$ cat config.mk
export PLATFORM = sky130hd
export DESIGN_NAME = branch_update_queue_flat
export DESIGN_NICKNAME = d
export VERILOG_FILES = /design/src/rtl/bp_pkg.sv /design/src/rtl/branch_update_queue_if.sv /design/src/rtl/buq_mem.sv /design/src/rtl/branch_update_queue.sv /design/src/flat_wrapper.sv
export SDC_FILE = /design/constraint.sdc
export NUM_CORES = 1
export LEC_CHECK = 0
export CAP_MARGIN = 25
export CORE_MARGIN = 4
export CORE_UTILIZATION = 40
export DETAILED_ROUTE_END_ITERATION = 8
export PLACE_DENSITY = 0.7
export SLEW_MARGIN = 20
export SYNTH_ARGS = -nofsm -noshare
export SYNTH_HDL_FRONTEND = slang
export SYNTH_SLANG_ARGS = --single-unit
export TNS_END_PERCENT = 20
$ cat constraint.sdc
create_clock -name clk -period 3.9 [get_ports clk]
set_clock_uncertainty 0.2 [all_clocks]
set_input_delay 0.78 -clock clk [delete_from_list [all_inputs] [get_ports clk]]
set_output_delay 0.78 -clock clk [all_outputs]
set_load 0.02 [all_outputs]
$ cat src/rtl/bp_pkg.sv
// Types and constants shared between the branch update queue and the branch predictor.
package bp_pkg;

   localparam int unsigned IDX_W = 8;

   // One resolved branch, as handed from EX to the predictor update port
   typedef struct packed {
      logic             taken;
      logic             mispredict;
      logic [IDX_W-1:0] pc_idx;
      logic [IDX_W-1:0] target;
   } buq_entry_t;

   localparam int unsigned ENTRY_W = $bits(buq_entry_t);

   // 2-bit saturating direction counter encodings
   typedef enum logic [1:0] {
      CTR_SNT = 2'b00,
      CTR_WNT = 2'b01,
      CTR_WT  = 2'b10,
      CTR_ST  = 2'b11
   } bp_ctr_e;

   function automatic bp_ctr_e ctr_next(input bp_ctr_e cur, input logic taken);
      bp_ctr_e nxt;
      nxt = cur;
      if (taken && (cur != CTR_ST)) begin
         nxt = bp_ctr_e'(2'(cur) + 2'd1);
      end else if (!taken && (cur != CTR_SNT)) begin
         nxt = bp_ctr_e'(2'(cur) - 2'd1);
      end
      return nxt;
   endfunction

endpackage

$ cat src/rtl/branch_update_queue_if.sv
// EX-side push port and predictor-side update port of the branch update queue.
// Statistics signals exist only when BUQ_STATS_EN is defined.
interface branch_update_queue_if
   import bp_pkg::*;
#(
   parameter int unsigned DEPTH = 4
`ifdef BUQ_STATS_EN
   , parameter int unsigned CNT_W = 32
`endif
);

   logic                     flush;
   logic                     br_valid;
   logic                     br_ready;
   logic                     br_taken;
   logic                     br_mispredict;
   logic [IDX_W-1:0]         br_pc_idx;
   logic [IDX_W-1:0]         br_target;
   logic                     upd_hold;
   logic                     branch;
   logic                     branch_res;
   logic                     branch_fail;
   logic [IDX_W-1:0]         branch_addr;
   logic [IDX_W-1:0]         branch_target;
   logic [$clog2(DEPTH):0]   q_count;
`ifdef BUQ_STATS_EN
   logic [CNT_W-1:0]         stat_branches;
   logic [CNT_W-1:0]         stat_mispred;
`endif

   // Queue side
   modport slave (
      input  flush, br_valid, br_taken, br_mispredict, br_pc_idx, br_target, upd_hold,
      output br_ready, branch, branch_res, branch_fail, branch_addr, branch_target, q_count
`ifdef BUQ_STATS_EN
      , output stat_branches, stat_mispred
`endif
   );

   // EX / predictor side
   modport master (
      output flush, br_valid, br_taken, br_mispredict, br_pc_idx, br_target, upd_hold,
      input  br_ready, branch, branch_res, branch_fail, branch_addr, branch_target, q_count
`ifdef BUQ_STATS_EN
      , input stat_branches, stat_mispred
`endif
   );

endinterface

$ cat src/rtl/buq_mem.sv
// Entry storage for the branch update queue: one write port, one asynchronous read port.
// Contents are deliberately not reset; validity is tracked by the queue pointers.
module buq_mem #(
   parameter int unsigned DEPTH = 4,
   parameter int unsigned W     = 18
) (
   input  logic                     clk,
   input  logic                     i_we,
   input  logic [$clog2(DEPTH)-1:0] i_waddr,
   input  logic [W-1:0]             i_wdata,
   input  logic [$clog2(DEPTH)-1:0] i_raddr,
   output logic [W-1:0]             o_rdata
);

   logic [W-1:0] r_mem [DEPTH];

   always_ff @(posedge clk) begin
      if (i_we) begin
         r_mem[i_waddr] <= i_wdata;
      end
   end

   assign o_rdata = r_mem[i_raddr];

endmodule

$ cat src/rtl/branch_update_queue.sv
// In-order FIFO from EX branch resolution to the predictor update port; one pop per cycle.
// Define BUQ_STATS_EN to add popped-branch and mispredict counters.
module branch_update_queue
   import bp_pkg::*;
#(
   parameter int unsigned DEPTH = 4
`ifdef BUQ_STATS_EN
   , parameter int unsigned CNT_W = 32
`endif
) (
   input  logic                  clk,
   input  logic                  resetn,
   branch_update_queue_if.slave  bus
);

   localparam int unsigned PTR_W  = $clog2(DEPTH);
   localparam int unsigned QCNT_W = PTR_W + 1;

   logic [PTR_W-1:0]  r_wr_ptr;
   logic [PTR_W-1:0]  r_rd_ptr;
   logic [QCNT_W-1:0] r_count;

   logic       w_full;
   logic       w_empty;
   logic       w_push;
   logic       w_pop;
   logic       w_we;
   buq_entry_t w_wdata;
   buq_entry_t w_head;

   // Full blocks pushes even when the head pops in the same cycle
   assign w_full  = (r_count == QCNT_W'(DEPTH));
   assign w_empty = (r_count == '0);
   assign w_push  = bus.br_valid & ~w_full;
   assign w_pop   = ~w_empty & ~bus.upd_hold;
   assign w_we    = w_push & ~bus.flush;

   assign w_wdata = '{taken:      bus.br_taken,
                      mispredict: bus.br_mispredict,
                      pc_idx:     bus.br_pc_idx,
                      target:     bus.br_target};

   buq_mem #(
      .DEPTH (DEPTH),
      .W     (ENTRY_W)
   ) u_mem (
      .clk     (clk),
      .i_we    (w_we),
      .i_waddr (r_wr_ptr),
      .i_wdata (w_wdata),
      .i_raddr (r_rd_ptr),
      .o_rdata (w_head)
   );

   // Pointers and occupancy; flush overrides any push/pop in the same cycle
   always_ff @(posedge clk or negedge resetn) begin
      if (!resetn) begin
         r_wr_ptr <= '0;
         r_rd_ptr <= '0;
         r_count  <= '0;
      end else if (bus.flush) begin
         r_wr_ptr <= '0;
         r_rd_ptr <= '0;
         r_count  <= '0;
      end else begin
         if (w_push) begin
            r_wr_ptr <= r_wr_ptr + PTR_W'(1);
         end
         if (w_pop) begin
            r_rd_ptr <= r_rd_ptr + PTR_W'(1);
         end
         if (w_push && !w_pop) begin
            r_count <= r_count + QCNT_W'(1);
         end else if (!w_push && w_pop) begin
            r_count <= r_count - QCNT_W'(1);
         end
      end
   end

   assign bus.br_ready      = ~w_full;
   assign bus.branch        = w_pop;
   assign bus.branch_res    = w_head.taken;
   assign bus.branch_fail   = w_head.mispredict;
   assign bus.branch_addr   = w_head.pc_idx;
   assign bus.branch_target = w_head.target;
   assign bus.q_count       = r_count;

`ifdef BUQ_STATS_EN
   logic [CNT_W-1:0] r_stat_branches;
   logic [CNT_W-1:0] r_stat_mispred;

   // A pop presented during a flush cycle is not counted
   always_ff @(posedge clk or negedge resetn) begin
      if (!resetn) begin
         r_stat_branches <= '0;
         r_stat_mispred  <= '0;
      end else if (w_pop && !bus.flush) begin
         r_stat_branches <= r_stat_branches + CNT_W'(1);
         if (w_head.mispredict) begin
            r_stat_mispred <= r_stat_mispred + CNT_W'(1);
         end
      end
   end

   assign bus.stat_branches = r_stat_branches;
   assign bus.stat_mispred  = r_stat_mispred;
`endif

endmodule

$ cat src/flat_wrapper.sv
// flat-port wrapper written by rule: the top's interface ports become plain ports
module branch_update_queue_flat import bp_pkg::*;
#(
   parameter int unsigned DEPTH = 4

)
  (clk, resetn, bus_flush, bus_br_valid, bus_br_taken, bus_br_mispredict, bus_br_pc_idx, bus_br_target, bus_upd_hold, bus_br_ready, bus_branch, bus_branch_res, bus_branch_fail, bus_branch_addr, bus_branch_target, bus_q_count);
  branch_update_queue_if #(.DEPTH(DEPTH)) bus_i ();
  input  logic clk;
  input  logic resetn;
  input wire logic [$bits(bus_i.flush)-1:0] bus_flush;
  input wire logic [$bits(bus_i.br_valid)-1:0] bus_br_valid;
  input wire logic [$bits(bus_i.br_taken)-1:0] bus_br_taken;
  input wire logic [$bits(bus_i.br_mispredict)-1:0] bus_br_mispredict;
  input wire logic [$bits(bus_i.br_pc_idx)-1:0] bus_br_pc_idx;
  input wire logic [$bits(bus_i.br_target)-1:0] bus_br_target;
  input wire logic [$bits(bus_i.upd_hold)-1:0] bus_upd_hold;
  output wire logic [$bits(bus_i.br_ready)-1:0] bus_br_ready;
  output wire logic [$bits(bus_i.branch)-1:0] bus_branch;
  output wire logic [$bits(bus_i.branch_res)-1:0] bus_branch_res;
  output wire logic [$bits(bus_i.branch_fail)-1:0] bus_branch_fail;
  output wire logic [$bits(bus_i.branch_addr)-1:0] bus_branch_addr;
  output wire logic [$bits(bus_i.branch_target)-1:0] bus_branch_target;
  output wire logic [$bits(bus_i.q_count)-1:0] bus_q_count;
  assign bus_i.flush = bus_flush;
  assign bus_i.br_valid = bus_br_valid;
  assign bus_i.br_taken = bus_br_taken;
  assign bus_i.br_mispredict = bus_br_mispredict;
  assign bus_i.br_pc_idx = bus_br_pc_idx;
  assign bus_i.br_target = bus_br_target;
  assign bus_i.upd_hold = bus_upd_hold;
  assign bus_br_ready = bus_i.br_ready;
  assign bus_branch = bus_i.branch;
  assign bus_branch_res = bus_i.branch_res;
  assign bus_branch_fail = bus_i.branch_fail;
  assign bus_branch_addr = bus_i.branch_addr;
  assign bus_branch_target = bus_i.branch_target;
  assign bus_q_count = bus_i.q_count;
  branch_update_queue #(.DEPTH(DEPTH)) u_core (.clk(clk), .resetn(resetn), .bus(bus_i));
endmodule
Word-level counts from Yosys, hierarchy flattened
Memory sizes are Yosys's and may differ from the RTL's. Cells that the tools add are included.

Bits in registers: 7. Memory bits (writable): 72. Input bits: 23. Output and inout port bits: 23. Word-level logic and storage cells: 33. Memories: 1.

Add/sub/neg operators: 4. Equal/unequal tests: 1. Mux-type cells: 9. Bitwise gates (word level): 7. Reduce and logical (&&, ||, !) cells: 8.

Memory list: u_core.u_mem.r_mem (words 4, width 18, rd ports 1, clocked after memory_dff 0, wr ports 1, line buq_mem.sv:15) `logic [W-1:0] r_mem [DEPTH];`.

Operators with widths (number): $mux 3 (3); $mux 2 (4); $add 2x1->2 const B (2); $not 1->1 (4); $reduce_bool 2->1 (2); $add 3x1->3 const B (1); $and 1x1->1 (3); $eq 3x3->1 const B (1); $logic_not 3->1 (1); $reduce_bool 3->1 (1); $sub 3x1->3 const B (1); $logic_and 1x1->1 (2); $logic_not 1->1 (2); $mux 1 (2).

Longest topological paths before layout
Gate-level depths: netlist of the first run.

Word-level depth: 8. Mapped depth: 8. Gate-level depth less buffers: 8.

Cells and area by module
A second synthesis of the first run with hierarchy kept.

Cells, all modules: 159. Area, all modules: 3199.3 sq um.

Modules (own cells, without submodules): buq_mem (instances 1, cells an instance 98, area each 2670.1 sq um, seq. area each 2162.1 sq um); branch_update_queue (instances 1, cells an instance 61, area each 529.3 sq um, seq. area each 175.2 sq um).

Worst setup path before layout of the first run
OpenSTA, ideal clock, no wires.

Kind: input-to-reg. From: input port bus_upd_hold. To: register u_core.r_count[2] (netlist: u_core.bus.q_count[2]). Library setup time: 123 ps. Data arrival time: 1922 ps. Data required time: 3577 ps. Slack: 1654 ps. Stages on the path: 7. Buffers on the path: 0. Path through: nor2b_1 > o21a_1 > fa_1 > nor2b_1 > xor2_1 > o21ai_0 > a21oi_1.

Cells in the longest elaborated chain, start to end: 6. Elaborated cells between the ends (all ways): 8. Those cells by class: mux: 2; bitwise: 2; reduce/logical: 4.

RTL lines: start, declared (line flat_wrapper.sv:17) `input wire logic [$bits(bus_i.upd_hold)-1:0] bus_upd_hold;`; $not 1->1 (*) (line branch_update_queue.sv:35) `assign w_pop = ~w_empty & ~bus.upd_hold;`; $and 1x1->1 (*) (line branch_update_queue.sv:35); $logic_not 1->1 (line branch_update_queue.sv:72) `if (w_push && !w_pop) begin`; $logic_and 1x1->1 (line branch_update_queue.sv:72); $mux 3 (line branch_update_queue.sv:72); $mux 3 (line branch_update_queue.sv:61) `end else if (bus.flush) begin`; end signal, assigned (line branch_update_queue.sv:73) `r_count <= r_count + QCNT_W'(1);`; end signal, assigned (line branch_update_queue.sv:75) `r_count <= r_count - QCNT_W'(1);`; end, declared (line branch_update_queue.sv:21) `logic [QCNT_W-1:0] r_count;`.

Mark *: on every way between the ends. The rest lies on a longest branch, timed or not. A chain may end at the register's enable or synchronous reset.

Worst setup path after layout of the first run
From: register u_core.r_rd_ptr[0]. To: output port bus_branch_target[3].

Cells in the longest elaborated chain, start to end: 1.

RTL lines: start, declared (line branch_update_queue.sv:20) `logic [PTR_W-1:0] r_rd_ptr;`; start signal, assigned (line branch_update_queue.sv:70) `r_rd_ptr <= r_rd_ptr + PTR_W'(1);`; $mem_v2 4x18; end, declared (line flat_wrapper.sv:23) `output wire logic [$bits(bus_i.branch_target)-1:0] bus_branch_target;`.

No other way between the ends.

==> metrics.txt, run 1 <==
status=finished, final reports clean; worst vdd ir=0.313 mV; worst hold-check path type=register to register; minimum clock period=3.19 ns; first-pass GRT wire length=8110 um; syn nets=between 150 and 200; reg-to-reg slack, setup=1.58 ns; Final Hold Viols=0; initial antenna violation count=0; dpl cells=298; fin worst setup slack=0.706 ns; Routed WL=5230 um; Vias per Instance=4.95; Critical Path Start Type=register; post-synthesis register bit count=a little under 80; Root Driver=clkbuf_8; Cells after Synth=153; synthesized area per cell=20.4 sq um; Top delay family on crit path=buffers and inverters; final number of setup-violating endpoints=0; post-CTS sizing=0; worst r2r path cells=8; adder-cell share of the synthesized area=0.0225; XOR/XNOR Fraction of Synth Area=0.0112; All-Layer GR Usage=0.120; Cell Chain, Critical Path=buf_12 -> mux4_2 -> clkdlybuf4s50_1; synth unique cells=27; gr ovfl total=0; Avg WL per Cell=~17 um; Reg clk slew, reported paths=0.07 ns; Crit Path Category=register to primary output; Nets=about 240; worst hold margin=around 0.38 ns; I/O pin count=46; CTS Hold Bufs=0; Post-DP HPWL=around 3600 um; pwr dens=589 nW/um^2; FF+latch area=about 2300 sq um; met1 usage=0.156; fin. max-slew vios=0; share of cells above drive strength 1=0.205; 1st-pass router iterations=4; CTS sink count=79; leading cell types in the layout, fill and taps excluded=72 x edfxtp_1, 45 x clkdlybuf4s50_1, 18 x mux4_2, 10 x nor2_1, 9 x clkbuf_8; crit path DAT=~2.2 ns; largest net degree at the start of global routing=19; most common cell after layout, fill and taps aside=edfxtp_1; post-synthesis simple-gate area fraction=0.0442; Finished Layout Cells=roughly 310; hold path start=u_core.r_wr_ptr[1]; fraction of registers with async set/reset=0.0886; CP endpoint kind=primary output; Max-Cap Viols=0; RSZ-0062 raised after global routing=no; Initial Utilization=0.421; Setup Total Neg Slack=0 ns; Final Cycle Share=0.819; post-synth top area cell=edfxtp_1; CP max-delay cell=clkdlybuf4s50_1; main combinational cell family by area after synthesis=multiplexers; Buf+Inv Stages, Crit Path=2; Die Height=96.3 um; pre-CTS setup slack=0.752 ns; Longest Clk Path Bufs=2; slew at the pin with the worst max-slew slack=approximately 0.50 ns; area of the mapped netlist=around 3100 sq um; chip width=between 90 and 100 um; Final ANT Viol Nets=0; Primary FF master, synth=edfxtp_1; vias in the first global route=1594; Ys Warns=0; Fill cells=a little under 600; top cells by area, synth=edfxtp_1 69%, mux4_2 13%, dfrtp_1 5.6%; Post-synth EDFFs=72; Hold Crit Endpoint=u_core.r_wr_ptr[1]; reg-to-reg startpoint=u_core.bus.q_count[1]; Leakage=1.27 nW; DRT iter0 DRCs=60; post-CTS setup buffers=0; slowest stage delay, CP=0.56 ns; ANT cells=0; footprint of the multi-input gates=732 sq um; sequential fraction of the synthesis area=0.750; met2 GRT Util=0.196; CP Max Fanout=16; CTS buffer count=9; FF-to-FF End=u_core.bus.q_count[2]; Hold Path Depth=2; worst skew pair latency=0.33 ns; via count=between 1.5k and 2k; CTS tree=yes; Yosys top cell area share=0.694; Routability Congestion=0.828; Area Overhead vs Synth=24.7%; Crit path required time=just under 3 ns; Max Fclk=313 MHz; multiplexer area fraction after synthesis=0.137; H-tree lvl count=3; core area=approximately 7400 sq um; GRT met3 Usage=0.0250; die area=roughly 9300 sq um; GRT busiest layer=met2; post-route DRC violation count=0; FP Rows=31; Slew HR=0.665; PortBufs=45; post-synthesis compound-gate area fraction=0.0197
## cells in the mapped netlist, drive strengths merged, types with 2 or more instances
library cell	instances
dfrtp	7
nor2	11
and2	4
nor3b	2
ha	4
mux2	2
nand2	3
o21ai	2
xnor2	3
mux4	18
a21oi	3
nor2b	3
inv	5
edfxtp	72
buf	5
## cell type report
| cell class | instances | area share |
|---|---|---|
| clock inverter | 6 | 0.00934 |
| clock buffer | 10 | 0.0329 |
| timing repair buffer | 51 | 0.131 |
| inverter | 5 | 0.00483 |
| tap | 99 | 0.0319 |
| multi-input combinational | 64 | 0.188 |
| sequential | 79 | 0.602 |
## how the worst max path moves through the flow
stage                                   from                    end  slack, ns  depth (start not counted)
after floorplan                 bus_upd_hold  u_core.bus.q_count[2]       1.65                          7
after global placement          bus_upd_hold             bus_branch       0.80                          3
after detailed placement        bus_upd_hold             bus_branch       0.75                          3
after CTS                 u_core.r_rd_ptr[0]   bus_branch_target[3]       0.65                          3
after global routing      u_core.r_rd_ptr[0]   bus_branch_target[3]       0.60                          3
final                     u_core.r_rd_ptr[0]   bus_branch_target[3]       0.71                          3
## tightest hold or removal path, stage by stage, from the launching register on
cell,delay (ns)
dfrtp_1,0.41
nand2_1,0.07
a21oi_1,0.06
## per-stage QoR
| step | power, W | cell area (sq um) | utilization |
|---|---|---|---|
| 4_1_cts | 0.00232 | 3880 | 0.524 |
| 2_1_floorplan | 0.00151 | 3120 | - |
| 3_5_place_dp | 0.00181 | 3720 | 0.502 |
| 3_3_place_gp | 0.00180 | 3720 | 0.502 |
| 5_1_grt | 0.00240 | 3880 | 0.524 |
| 6_report | 0.00229 | 3880 | 0.524 |
## state kept, by name, summed over array words and instances, names as in the netlist
register            count
u_core.bus.q_count      3
u_core.r_rd_ptr         2
u_core.r_wr_ptr         2
u_core.u_mem.r_mem     72
## power breakdown
part | switching (W) | internal, W
Sequential | 0.0000532 | 0.000992
Combinational | 0.000346 | 0.000388
Clock | 0.000280 | 0.000228
## cell families (layout without fill, tap and decap cells)
group	after synthesis	after routing
compound gates	9	9
xor+xnor	4	4
simple gates	26	26
buf+inv	10	72
flops	79	79
mux	20	20
fa+ha+maj	5	5
## per-layer routing
layer,vias to the layer above,share of wire,wire [um]
met4,0,0.012,65
li1,718,-,-
met5,-,0,0
met1,785,0.43,2260
met2,44,0.51,2660
met3,8,0.045,235
Note: power is estimated with default switching activity, not from simulation.
==> run 2, diff against run 1 <==
--- a/config.mk
+++ b/config.mk
@@ -9,7 +9,7 @@
 export CORE_MARGIN = 4
 export CORE_UTILIZATION = 40
 export DETAILED_ROUTE_END_ITERATION = 8
-export PLACE_DENSITY = 0.7
+export PLACE_DENSITY = 0.72
 export SLEW_MARGIN = 20
 export SYNTH_ARGS = -nofsm -noshare
 export SYNTH_HDL_FRONTEND = slang
==> constraint.sdc (replaced) <==
create_clock -name clk -period 2.7 [get_ports clk]
set_clock_uncertainty 0.2 [all_clocks]
set_input_delay 0.54 -clock clk [delete_from_list [all_inputs] [get_ports clk]]
set_output_delay 0.54 -clock clk [all_outputs]
set_load 0.02 [all_outputs]
==> metrics.txt, run 2 (same netlist as run 1, synthesis figures left out) <==
pwr dens=839 nW/um^2; PortBufs=45; gr ovfl total=0; Max Fclk=387 MHz; Reg clk slew, reported paths=0.07 ns; vias in the first global route=1610; worst vdd ir=0.551 mV; post-CTS sizing=18; Buf+Inv Stages, Crit Path=2; leading cell types in the layout, fill and taps excluded=72 x edfxtp_1, 27 x clkdlybuf4s50_1, 18 x mux4_2, 18 x dlygate4sd2_1, 10 x nor2_1; die area=between 9000 and 10000 sq um; first-pass GRT wire length=8010 um; GRT busiest layer=met2; CP Max Fanout=18; Leakage=roughly 1.4 nW; slowest stage delay, CP=0.53 ns; post-route DRC violation count=0; Root Driver=clkbuf_8; Vias per Instance=4.83; largest net degree at the start of global routing=19; Slew HR=0.770; post-CTS setup buffers=0; FP Rows=31; worst skew pair latency=0.33 ns; crit path DAT=1.84 ns; max reg flops=between 70 and 80; CP max-delay cell=mux4_2; met1 usage=0.157; CTS buffer count=9; RSZ-0062 raised after global routing=no; share of cells above drive strength 1=0.235; minimum clock period=approximately 2.6 ns; slew at the pin with the worst max-slew slack=between 0.3 and 0.4 ns; final number of setup-violating endpoints=0; Final Hold Viols=0; worst hold-check path type=primary input to asynchronous set/reset pin; fin. max-slew vios=0; Longest Clk Path Bufs=2; CTS tree=yes; Routability Congestion=between 0.8 and 0.9; via count=1546; most common cell after layout, fill and taps aside=edfxtp_1; I/O pin count=46; Routed WL=5150 um; chip width=96.3 um; Avg WL per Cell=16.1 um; Crit Path Category=register to primary output; Setup Total Neg Slack=0 ns; Area Overhead vs Synth=27.0%; CTS sink count=79; Top delay family on crit path=buffers and inverters; Max-Cap Viols=0; All-Layer GR Usage=0.121; Final Cycle Share=0.956; Die Height=96.3 um; CP endpoint kind=primary output; Cell Chain, Critical Path=buf_12 -> mux4_2 -> dlygate4sd2_1; worst hold margin=0.265 ns; Crit path required time=1.96 ns; 1st-pass router iterations=4; initial antenna violation count=0; core area=7410 sq um; GRT met3 Usage=0.0360; DRT iter0 DRCs=63; most flop-heavy register=u_core.u_mem.r_mem; CTS Hold Bufs=0; Critical Path Start Type=register; Final ANT Viol Nets=0; Post-DP HPWL=3480 um; Initial Utilization=0.421; Nets=244; H-tree lvl count=3; ANT cells=0; met2 GRT Util=0.189; status=finished, final reports clean
==> run 2: power by group <==
part | total, W | switching [W] | internal (W)
Clock | 0.000819 | 0.000395 | 0.000424
Sequential | 0.00150 | 0.0000622 | 0.00143
Combinational | 0.00101 | 0.000504 | 0.000502
==> run 2: final timing paths <==
check / startpoint / end / slack, ns / depth (start not counted)
min: resetn / u_core.bus.q_count[0] / 0.26 / 1
max reg2reg: u_core.bus.q_count[1] / u_core.bus.q_count[2] / 0.42 / 8
max in group asynchronous: resetn / u_core.bus.q_count[2] / 1.80 / 1
max: u_core.r_rd_ptr[0] / bus_branch_target[6] / 0.12 / 3
min in group clk: u_core.r_wr_ptr[1] / u_core.r_wr_ptr[1] / 0.37 / 2
min reg2reg: u_core.r_wr_ptr[1] / u_core.r_wr_ptr[1] / 0.37 / 2
==> run 2: per-layer routing <==
layer	wire length [um]	part of all wire
met1	2300	0.45
met2	2540	0.49
met5	0	0
met4	45	0.0087
met3	263	0.051
==> run 2: area by class of cell <==
| cell class | instances | area (sq um) |
|---|---|---|
| clock buffer | 10 | 128 |
| clock inverter | 6 | 61.3 |
| fill | 606 | 3450 |
| inverter | 5 | 18.8 |
| multi-input combinational | 64 | 732 |
| sequential | 79 | 2340 |
| tap | 99 | 124 |
| timing repair buffer | 57 | 556 |
==> run 2: stage by stage <==
step           instances  setup WS, ns  instance area [sq um]  utilization  power, W
6_report             320         0.118                   3960        0.534   0.00332
5_1_grt              320        0.0336                   3960        0.534   0.00349
4_1_cts              320        0.0912                   3960        0.534   0.00337
3_5_place_dp         304         0.137                   3790        0.512   0.00262
3_3_place_gp         304         0.184                   3790        0.512   0.00262
2_1_floorplan        153         0.532                   3120            -   0.00218
==> run 2: worst reg2reg max path: stages (launching register included) <==
cell and delay (ns):
dfrtp_1 0.44, nor2_1 0.32, nor2b_1 0.08, o21a_1 0.19, fa_1 0.40, nor2b_1 0.17, xor2_1 0.14, o21ai_0 0.17
a21oi_1 0.06
==> run 3, diff against run 2 <==
--- a/config.mk
+++ b/config.mk
@@ -9,6 +9,7 @@
 export CORE_MARGIN = 4
 export CORE_UTILIZATION = 40
 export DETAILED_ROUTE_END_ITERATION = 8
+export GPL_ROUTABILITY_DRIVEN = 0
 export PLACE_DENSITY = 0.72
 export SLEW_MARGIN = 20
 export SYNTH_ARGS = -nofsm -noshare
==> results of run 3 <==
Same layout as run 2: the final DEF is identical, and so are final timing and power.
